`src/rtl/c432_tpg.sv`:
```
// Pseudo-random 36-bit pattern source for the c432 inputs: a Fibonacci LFSR (x^36 + x^25 + 1)
// behind a valid/ready handshake. Optional macro C432_TPG_WEIGHT_EN selects ~25% ones density.
module c432_tpg #(
    parameter int unsigned WIDTH = 36,
    parameter int unsigned CNT_W = 16
) (
    input  logic             clk,
    input  logic             rst,
    input  logic             seed_load,
    input  logic [WIDTH-1:0] seed,
    input  logic             start,
    input  logic [CNT_W-1:0] num_patterns,
    output logic             pat_valid,
    input  logic             pat_ready,
    output logic [WIDTH-1:0] pat_data,
    output logic [CNT_W-1:0] pat_idx,
    output logic             busy,
    output logic             done
);

    typedef enum logic [1:0] {StIdle, StRun, StDone} state_e;

    state_e           state_q, state_d;
    logic [WIDTH-1:0] lfsr_q, lfsr_d, lfsr_step, pat_d;
    logic [CNT_W-1:0] count_q, count_d, idx_q, idx_d;
    logic [WIDTH-1:0] pat_data_q;
    logic             pat_valid_q, busy_q, done_q;

    assign lfsr_step = {lfsr_q[WIDTH-2:0], lfsr_q[WIDTH-1] ^ lfsr_q[24]};

    always_comb begin
        state_d = state_q;
        lfsr_d  = lfsr_q;
        count_d = count_q;
        idx_d   = idx_q;
        unique case (state_q)
            StIdle: begin
                // A zero seed would lock the LFSR, so it is replaced by 1.
                if (seed_load) begin
                    lfsr_d = (seed == '0) ? WIDTH'(1) : seed;
                end
                if (start) begin
                    count_d = num_patterns;
                    idx_d   = '0;
                    state_d = (num_patterns != '0) ? StRun : StDone;
                end
            end
            StRun: begin
                if (pat_ready) begin
                    lfsr_d = lfsr_step;
                    if (idx_q == count_q - CNT_W'(1)) begin
                        state_d = StDone;
                    end else begin
                        idx_d = idx_q + CNT_W'(1);
                    end
                end
            end
            StDone:  state_d = StIdle;
            default: state_d = StIdle;
        endcase
    end

`ifdef C432_TPG_WEIGHT_EN
    assign pat_d = lfsr_d & {lfsr_d[WIDTH-2:0], lfsr_d[WIDTH-1]};
`else
    assign pat_d = lfsr_d;
`endif

    // Outputs are registered from next-state values, so pat_ready never reaches a port
    // combinationally.
    always_ff @(posedge clk) begin
        if (rst) begin
            state_q     <= StIdle;
            lfsr_q      <= WIDTH'(1);
            count_q     <= '0;
            idx_q       <= '0;
            pat_data_q  <= '0;
            pat_valid_q <= 1'b0;
            busy_q      <= 1'b0;
            done_q      <= 1'b0;
        end else begin
            state_q     <= state_d;
            lfsr_q      <= lfsr_d;
            count_q     <= count_d;
            idx_q       <= idx_d;
            pat_data_q  <= (state_d == StRun) ? pat_d : '0;
            pat_valid_q <= (state_d == StRun);
            busy_q      <= (state_d == StRun);
            done_q      <= (state_d == StDone);
        end
    end

    assign pat_valid = pat_valid_q;
    assign pat_data  = pat_data_q;
    assign pat_idx   = idx_q;
    assign busy      = busy_q;
    assign done      = done_q;

endmodule

```
`config.mk`:
```
export PLATFORM = sky130hd
export DESIGN_NAME = c432_tpg
export DESIGN_NICKNAME = d
export VERILOG_FILES = /design/src/rtl/c432_tpg.sv
export SDC_FILE = /design/constraint.sdc
export NUM_CORES = 1
export LEC_CHECK = 0
export BUFFER_PORTS_ARGS = -buffer_cell sky130_fd_sc_hd__buf_2
export CAP_MARGIN = 30
export CORE_ASPECT_RATIO = 0.7
export CORE_MARGIN = 3
export CORE_UTILIZATION = 54
export CTS_CLUSTER_DIAMETER = 40
export DETAILED_ROUTE_END_ITERATION = 6
export GPL_TIMING_DRIVEN = 0
export PLACE_DENSITY = 0.77
export SYNTH_ARGS = -nofsm -noshare
export SYNTH_HDL_FRONTEND = slang
export SYNTH_SLANG_ARGS = --single-unit
```
`constraint.sdc`:
```
create_clock -name clk -period 3.15 [get_ports clk]
set_input_delay 0.1575 -clock clk [delete_from_list [all_inputs] [get_ports clk]]
set_output_delay 0.1575 -clock clk [all_outputs]
set_load 0.02 [all_outputs]
```
==> results of run 1 <==
==> layout make-up <==
class	count	area, sq um
Fill cell	723	2690
Multi-Input combinational cell	410	2560
Sequential cell	108	2160
Timing Repair Buffer	110	551
Clock buffer	10	229
Buffer	40	188
Tap cell	120	150
Clock inverter	6	91.3
Inverter	10	37.5
==> tightest hold or removal path, delay by kind of cell <==
kind / cells / cell delay (ps)
AND/OR/NAND/NOR: 1 / 50
buffers and inverters: 1 / 110
AO/OA/AOI/OAI: 1 / 50
==> per-layer routing <==
layer	wire length, um	track usage	up-vias
met1	6700	0.408	2249
li1	-	-	2318
met4	203	0.0741	0
met5	0	0	-
met2	5930	0.394	222
met3	1490	0.0857	25
==> Yosys cell counts (2+ instances only) <==
library cell	instances	area, sq um
nor4_1	17	106
inv_1	10	37.5
nand4b_1	2	17.5
xnor2_1	10	87.6
o22a_1	29	254
ha_1	2	25.0
nor2b_1	5	31.3
o21ai_0	16	80.1
or4_1	2	15.0
and4_1	2	17.5
mux2i_1	5	50.1
buf_6	4	45.0
and3_1	5	31.3
buf_1	3	11.3
clkbuf_1	29	109
o22ai_1	32	200
nor2_1	80	300
and2_1	4	25.0
nand2_1	50	188
o2111ai_1	2	17.5
nor3_1	7	35.0
nand4_1	9	56.3
nand3_1	6	30.0
mux2_2	29	327
dfxtp_1	108	2160
or3_1	15	93.8
a32o_1	4	40.0
a31oi_1	2	12.5
a21oi_1	41	205
xor2_1	9	78.8
buf_2	3	15.0
nand2b_1	4	25.0
==> per-stage QoR <==
step / hold slack (ps) / utilization / area (sq um) / setup slack (ps) / power, uW
after floorplan: 293 / - / 4930 / 715 / 1940
after global placement: 413 / 0.651 / 5630 / 148 / 2100
after detailed placement: 418 / 0.651 / 5630 / 191 / 2120
after CTS: 43.2 / 0.688 / 5950 / 152 / 3330
after global routing: 51.4 / 0.690 / 5970 / 41.3 / 3460
final: 52.9 / 0.690 / 5970 / 341 / 3330
==> kinds of logic after synthesis <==
logic type	count (synthesis)
AO/OA/AOI/OAI	142
XOR/XNOR	19
adder cells (fa/ha/maj)	2
buffers and inverters	50
flip-flops	108
multiplexers	34
AND/OR/NAND/NOR	213
==> where the power goes <==
part | total [uW] | leakage, uW | internal [uW] | switching (uW)
sequential | 1530 | 0.000887 | 1460 | 70.8
combinational | 577 | 0.00146 | 245 | 332
clock | 1220 | 0.000158 | 705 | 518
==> registers in the layout (all words and copies together) (netlist names) <==
register and flops:
busy 1, count_q 16, done 1, lfsr_q 36
pat_data 36, pat_idx 16, state_q 2
==> how the worst min path moves through the flow <==
stage                  endpoint  cells past startpoint  slack [ps]
CTS                 count_q[10]                      3          40
finish              count_q[10]                      3          50
global route        count_q[10]                      3          50
floorplan            count_q[6]                      2         290
global placement    count_q[13]                      3         410
detailed placement  count_q[10]                      3         420
==> impl_metrics.tcl, run 1 <==
set metrics [dict create \
    ios 112 \
    fmax_ghz 0.356 \
    clk_pin_slew_worst_paths_ps 70 \
    cts_made_buffers 9 \
    grt_overflow 0 \
    synthMuxAreaShare 0.0763 \
    die_w_um 120 \
    placed_cells 798 \
    status "completed" \
    powerDensity_nw_per_um2 558 \
    grt_max_degree 19 \
    slowest_stage "o41a_1" \
    ys_warn_count 0 \
    die_height_um 86.0 \
    synth_edf_count 0 \
    yosys.area_share.simple 0.208 \
    drv_slew 0 \
    final_cells 814 \
    crit_start "count_q[0]" \
    core_sq_um 8650 \
    final_cell_mix "buf_2, dfxtp_1, nor2_1" \
    cp_top_family "compound AO/OA/AOI/OAI gates" \
    drt_pass1_iterations 5 \
    mostFrequentLayoutCell "buf_2" \
    grt_antenna_before_repair 0 \
    drt_iter0_drc 483 \
    endpoint_kind "register" \
    crit_top_cell "buf_6" \
    synthAdderAreaFrac 0.00507 \
    required_ps 3390 \
    start_util 0.570 \
    std_cell_rows 28 \
    r2r_start "count_q[0]" \
    finalWeightedCongestion 0.890 \
    rr_endpoint "pat_data[18]" \
    relSlewSlack 0.571 \
    synth_xor_area_frac 0.0337 \
    synth_top_family_by_area "simple AND/OR/NAND/NOR gates" \
    synth-seq-cells 108 \
    cp.depth 11 \
    synthArstFlopShare 0 \
    skew_ps 8.63 \
    hpwl_mm 10.6 \
    viasPerCell 5.91 \
    arrival_ps 3050 \
    post-route-period-util 0.892 \
    wl_per_cell_um 17.6 \
    regToRegSetupSlack_ps 340 \
    synth_compound_area_frac 0.193 \
    synth_flop_cell "dfxtp_1" \
    clk_path_buf_depth 2 \
    p_leak_uw 0.00251 \
    vias 4814 \
    finalSetupViolCount 0 \
    crit_fanout 10 \
    drtAntennaViolNets 0 \
    worst_hold_startpoint "num_patterns[10]" \
    rr_worst_depth 11 \
    rsz0062_at_grt "no" \
    syn_inst 568 \
    io_buffer_count 110 \
    synth_area_sq_um 4930 \
    hold_class "in -> reg" \
    ys_types 54 \
    cap_violations 0 \
    fp.dieArea_sq_um 10300 \
    drt-total-wl_mm 14.3 \
    grt_pass1_wl_mm 22.7 \
    syn-num-nets 627 \
    post-cts-setup-buffer-count 0 \
    final-hold-violation-count 0 \
    crit_chain "inv_1 > ha_1 > nor4b_4 > nand2_1 > o41ai_1 > o2111ai_1 > o41a_1 > o21ai_2 > buf_6 > buf_6 > nor2_1" \
    endpoint "pat_data[18]" \
    path_class "reg -> reg" \
    ctsResizeCount 0 \
    drc 0 \
    crit_buf_inv 3 \
    grt_pass1_vias 4542 \
    htreeDepth 3 \
    nets 748 \
    start_kind "register" \
    drive_above_1_share 0.241 \
    setup_tns_ps 0 \
    seq_area_frac_synth 0.438 \
    cts_tree "done" \
    worst_pin_slew_ps 638 \
    insertion_delay_ps 350 \
    clkSinkCount 108 \
    clockRootBuffer "clkbuf_16" \
    ir_worst_vdd_v 0.000431 \
    final.min_clock_period_ps 2810 \
    grt.total_usage 0.278 \
    syn2layout_area_growth_pct 21.0 \
    cp_slowest_stage_delay_ps 430 \
    synth_area_per_cell_sq_um 8.69 \
    hold_buffers 0 \
    diodes 0 \
]
(Power assumes the default switching activity.)
==> run 2: changes to the inputs <==
- PLACE_DENSITY: 0.77 -> unset
- PLACE_DENSITY_LB_ADDON: unset -> 0.05
==> run 2 against run 1 <==
Critical path depth is the same. Sequential share of layout area increased by 0.14 points. Die area unchanged. Design area down 0.38%. First-iteration DRC count shrank 3.1%. Global-route usage decreased by 0.52 points. Register-to-register slack got worse by 30 ps. Clock power decreased by 8%. Sequential power about the same. Utilization decreased by 0.26 points. Total power down 3.2%. Fmax fell by 1.0%. Highest routed layer unchanged.
==> impl_metrics.tcl, run 2 (same netlist as run 1, synthesis figures left out) <==
set metrics [dict create \
    htreeDepth 3 \
    viasPerCell 5.91 \
    clk_pin_slew_worst_paths_ps 70 \
    drt_iter0_drc 468 \
    post-route-period-util 0.901 \
    drv_slew 0 \
    setup_tns_ps 0 \
    io_buffer_count 110 \
    fin_util 0.687 \
    cap_violations 0 \
    fp.dieArea_sq_um 10300 \
    endpoint "pat_data[26]" \
    skew_ps 6.74 \
    drc 0 \
    final_cell_mix "buf_2, dfxtp_1, nor2_1" \
    clkSinkCount 108 \
    ir_worst_vdd_v 0.000353 \
    die_w_um 120 \
    status "completed" \
    rr_endpoint "pat_data[26]" \
    rr_worst_depth 11 \
    grt_overflow 0 \
    grt.total_usage 0.272 \
    start_util 0.570 \
    worst_pin_slew_ps 625 \
    grt_antenna_before_repair 0 \
    grt_pass1_wl_mm 22.3 \
    hpwl_mm 10.7 \
    required_ps 3380 \
    seq_power_share 0.475 \
    finalWeightedCongestion 0.917 \
    wl_per_cell_um 17.5 \
    fmax_ghz 0.352 \
    hold_class "in -> reg" \
    arrival_ps 3070 \
    syn2layout_area_growth_pct 20.5 \
    diodes 0 \
    clk_path_buf_depth 2 \
    p_int_uw 2320 \
    crit_start "count_q[0]" \
    p_leak_uw 0.00249 \
    endpoint_kind "register" \
    drtAntennaViolNets 0 \
    ios 112 \
    die_height_um 86.0 \
    grt_max_degree 18 \
    combPwrFrac 0.178 \
    clockRootBuffer "clkbuf_16" \
    relSlewSlack 0.582 \
    std_cell_rows 28 \
    powerDensity_nw_per_um2 542 \
    rsz0062_at_grt "no" \
    r2r_start "count_q[0]" \
    swShare 0.279 \
    start_kind "register" \
    vias 4807 \
    finalSetupViolCount 0 \
    insertion_delay_ps 340 \
    nets 748 \
    drt_pass1_iterations 6 \
    drive_above_1_share 0.241 \
    drt-total-wl_mm 14.2 \
    cts_made_buffers 9 \
    grt_pass1_vias 4434 \
    final.min_clock_period_ps 2840 \
    p_sw_uw 900 \
    core_sq_um 8650 \
    pwr-share-clk 0.347 \
    crit_fanout 10 \
    final-hold-violation-count 0 \
    path_class "reg -> reg" \
    mostFrequentLayoutCell "buf_2" \
    hold_buffers 0 \
    cts_tree "done" \
    regToRegSetupSlack_ps 310 \
]
==> run 2: cell count changes in the layout (fill, tap and decap cells not counted), sizes merged <==
cell | previous run | this run
bufinv | 2 | 1
clkinvlp | 0 | 2
inv | 13 | 11
==> run 2: stage by stage <==
stage | setup WS, ps | area [sq um] | power (uW) | hold WS (ps) | cells
global route | 12.9 | 5950 | 3360 | 62.9 | 813
CTS | 298 | 5930 | 3220 | 45.6 | 813
detailed placement | 324 | 5630 | 2110 | 416 | 798
global placement | 299 | 5630 | 2100 | 411 | 798
finish | 312 | 5950 | 3220 | 55.2 | 813
floorplan | 715 | 4930 | 1940 | 293 | 568
==> run 2: area by class of cell <==
| class | count | area [sq um] |
|---|---|---|
| multi-input cells | 410 | 2570 |
| well taps | 120 | 150 |
| clock buffers | 10 | 229 |
| flip-flops and latches | 108 | 2160 |
| clock inverters | 5 | 62.6 |
| inverters | 10 | 37.5 |
| repair buffers | 110 | 551 |
| fillers | 754 | 2710 |
| plain buffers | 40 | 188 |
==> run 2: worst min-delay path by stage <==
stage	startpoint	slack (ps)	cells past startpoint	endpoint
after floorplan	num_patterns[6]	290	2	count_q[6]
after global placement	num_patterns[9]	410	3	count_q[9]
after detailed placement	num_patterns[9]	420	3	count_q[9]
after CTS	num_patterns[9]	50	3	count_q[9]
after global routing	num_patterns[8]	60	3	count_q[8]
final	num_patterns[9]	60	3	count_q[9]
==> run 2: repair_timing <==
item	CTS	global route
gates resized for setup	0	3
buffers inserted	0	0
endpoints found under the setup margin	0	12
==> run 2: critical path: stages (launching register included) <==
cell	delay (ps)
dfxtp_1	370
inv_1	80
ha_1	240
nor4bb_1	330
o211ai_1	130
a2111oi_2	370
o2111ai_1	230
o41a_1	430
o21ai_2	160
buf_6	180
buf_6	150
nor2_1	50
==> run 2: power by group through the flow <==
stage                     Combinational (uW)  Clock (uW)  Sequential (uW)
after floorplan                          352           0             1590
after global placement                   548           0             1550
after detailed placement                 559           0             1560
after CTS                                563        1130             1530
after global routing                     630        1200             1540
final                                    574        1120             1530
==> run 2: per-layer routing <==
metal  share of wire  vias up  wire (um)  global-route usage
met5               0        -          0                   0
met4           0.015        0        210              0.0689
met3           0.084       25       1200              0.0679
met2            0.41      204       5840               0.385
met1            0.49     2275       6990               0.413
li1                -     2303          -                   -
==> run 3: changes to the inputs <==
- HOLD_SLACK_MARGIN: unset -> 0.1
==> run 3 against run 2 <==
Setup slack improved by 26 ps. Fmax up 0.91%. Wire length increased by 2.2%. Total power is 0.52% higher. Largest cell class unchanged. Sequential share of layout area is 0.95 points lower. Clock skew about the same. Via count is 3.1% higher. Critical path type unchanged. Final cell count up 2.0%. Die area did not move. Utilization up 1.9 points.
==> impl_metrics.tcl, run 3 (same netlist as run 1, synthesis figures left out) <==
set metrics [dict create \
    status "completed" \
    clockRootBuffer "clkbuf_16" \
    final_cell_mix "buf_2, dfxtp_1, nor2_1" \
    worst_hold_startpoint "rst" \
    setup_tns_ps 0 \
    cap_violations 0 \
    crit_start "count_q[0]" \
    drt_iter0_drc 412 \
    required_ps 3380 \
    fp.dieArea_sq_um 10300 \
    arrival_ps 3040 \
    powerDensity_nw_per_um2 531 \
    drv_slew 0 \
    die_w_um 120 \
    ios 112 \
    hpwl_mm 10.7 \
    rsz0062_at_grt "no" \
    worst_pin_slew_ps 618 \
    fmax_ghz 0.356 \
    drc 0 \
    regToRegSetupSlack_ps 340 \
    insertion_delay_ps 340 \
    cts_made_buffers 9 \
    start_util 0.570 \
    finalSetupViolCount 0 \
    clkSinkCount 108 \
    final-hold-violation-count 0 \
    path_class "reg -> reg" \
    grt_overflow 0 \
    core_sq_um 8650 \
    vias 4955 \
    mostFrequentLayoutCell "buf_2" \
    finalWeightedCongestion 0.917 \
    nets 764 \
    hold_class "in -> reg" \
    grt_max_degree 18 \
    cts_tree "done" \
    htreeDepth 3 \
    r2r_start "count_q[0]" \
    io_buffer_count 110 \
    grt_pass1_vias 4575 \
    clk_pin_slew_worst_paths_ps 70 \
    dpl_cell_area_sq_um 5630 \
    die_height_um 86.0 \
    wl_per_cell_um 17.6 \
    post-route-period-util 0.893 \
    final.min_clock_period_ps 2810 \
    viasPerCell 5.98 \
    grt_pass1_wl_mm 22.9 \
    std_cell_rows 28 \
    diodes 0 \
    skew_ps 6.39 \
    grt.total_usage 0.279 \
    totalPowerFinal_uw 3240 \
    ir_worst_vdd_v 0.000352 \
    endpoint_kind "register" \
    start_kind "register" \
    crit_fanout 10 \
    clk_path_buf_depth 2 \
    drt-total-wl_mm 14.6 \
    relSlewSlack 0.586 \
    p_leak_uw 0.00255 \
    drt_pass1_iterations 5 \
    drtAntennaViolNets 0 \
    final_area_sq_um 6110 \
    drive_above_1_share 0.236 \
    syn2layout_area_growth_pct 23.8 \
    grt_antenna_before_repair 0 \
]
==> run 3: layout make-up <==
class / instances / area, sq um
Clock inverter: 5 / 62.6
Tap cell: 120 / 150
Buffer: 40 / 188
Timing Repair Buffer: 126 / 711
Clock buffer: 10 / 229
Inverter: 10 / 37.5
Multi-Input combinational cell: 410 / 2570
Fill cell: 730 / 2550
Sequential cell: 108 / 2160
==> run 3: per-stage QoR <==
stage	hold slack (ps)	cells	utilization	worst slack, ps
final	191	829	0.706	337
after global routing	210	829	0.706	16.2
after CTS	180	829	0.703	298
after detailed placement	416	798	0.651	324
after global placement	411	798	0.651	299
after floorplan	293	568	-	715
==> run 3: power breakdown <==
part	total [uW]	switching [uW]	leakage, uW	internal, uW
combinational	592	333	0.00153	258
sequential	1530	69.2	0.000887	1460
clock	1120	501	0.000135	617
==> run 3: final timing paths <==
| check | end | cells after the start |
|---|---|---|
| worst min-delay path | pat_idx[1] | 4 |
| worst max-delay path | pat_data[26] | 11 |
| worst min register to register | count_q[1] | 2 |
| worst max register to register | pat_data[26] | 11 |
==> run 3: repair_timing <==
item	4_1_cts	5_1_grt
hold buffers	16	0
setup endpoints to repair	0	11
gates resized for setup	0	3
buffers inserted	0	0
hold endpoints to repair	16	0
==> run 3: layer usage <==
metal / part of all wire / up-vias / track usage
met5: 0 / - / 0
li1: - / 2335 / -
met2: 0.42 / 241 / 0.405
met1: 0.47 / 2347 / 0.414
met4: 0.016 / 0 / 0.0710
met3: 0.096 / 32 / 0.0699
==> run 3: worst max-delay path, cell delays in order (launching register included) <==
cell and delay, ps:
dfxtp_1 370, inv_1 90, ha_1 240, nor4bb_1 330
o211ai_1 130, a2111oi_2 350, o2111ai_1 220, o41a_1 430
o21ai_2 160, buf_6 180, buf_6 150, nor2_1 60
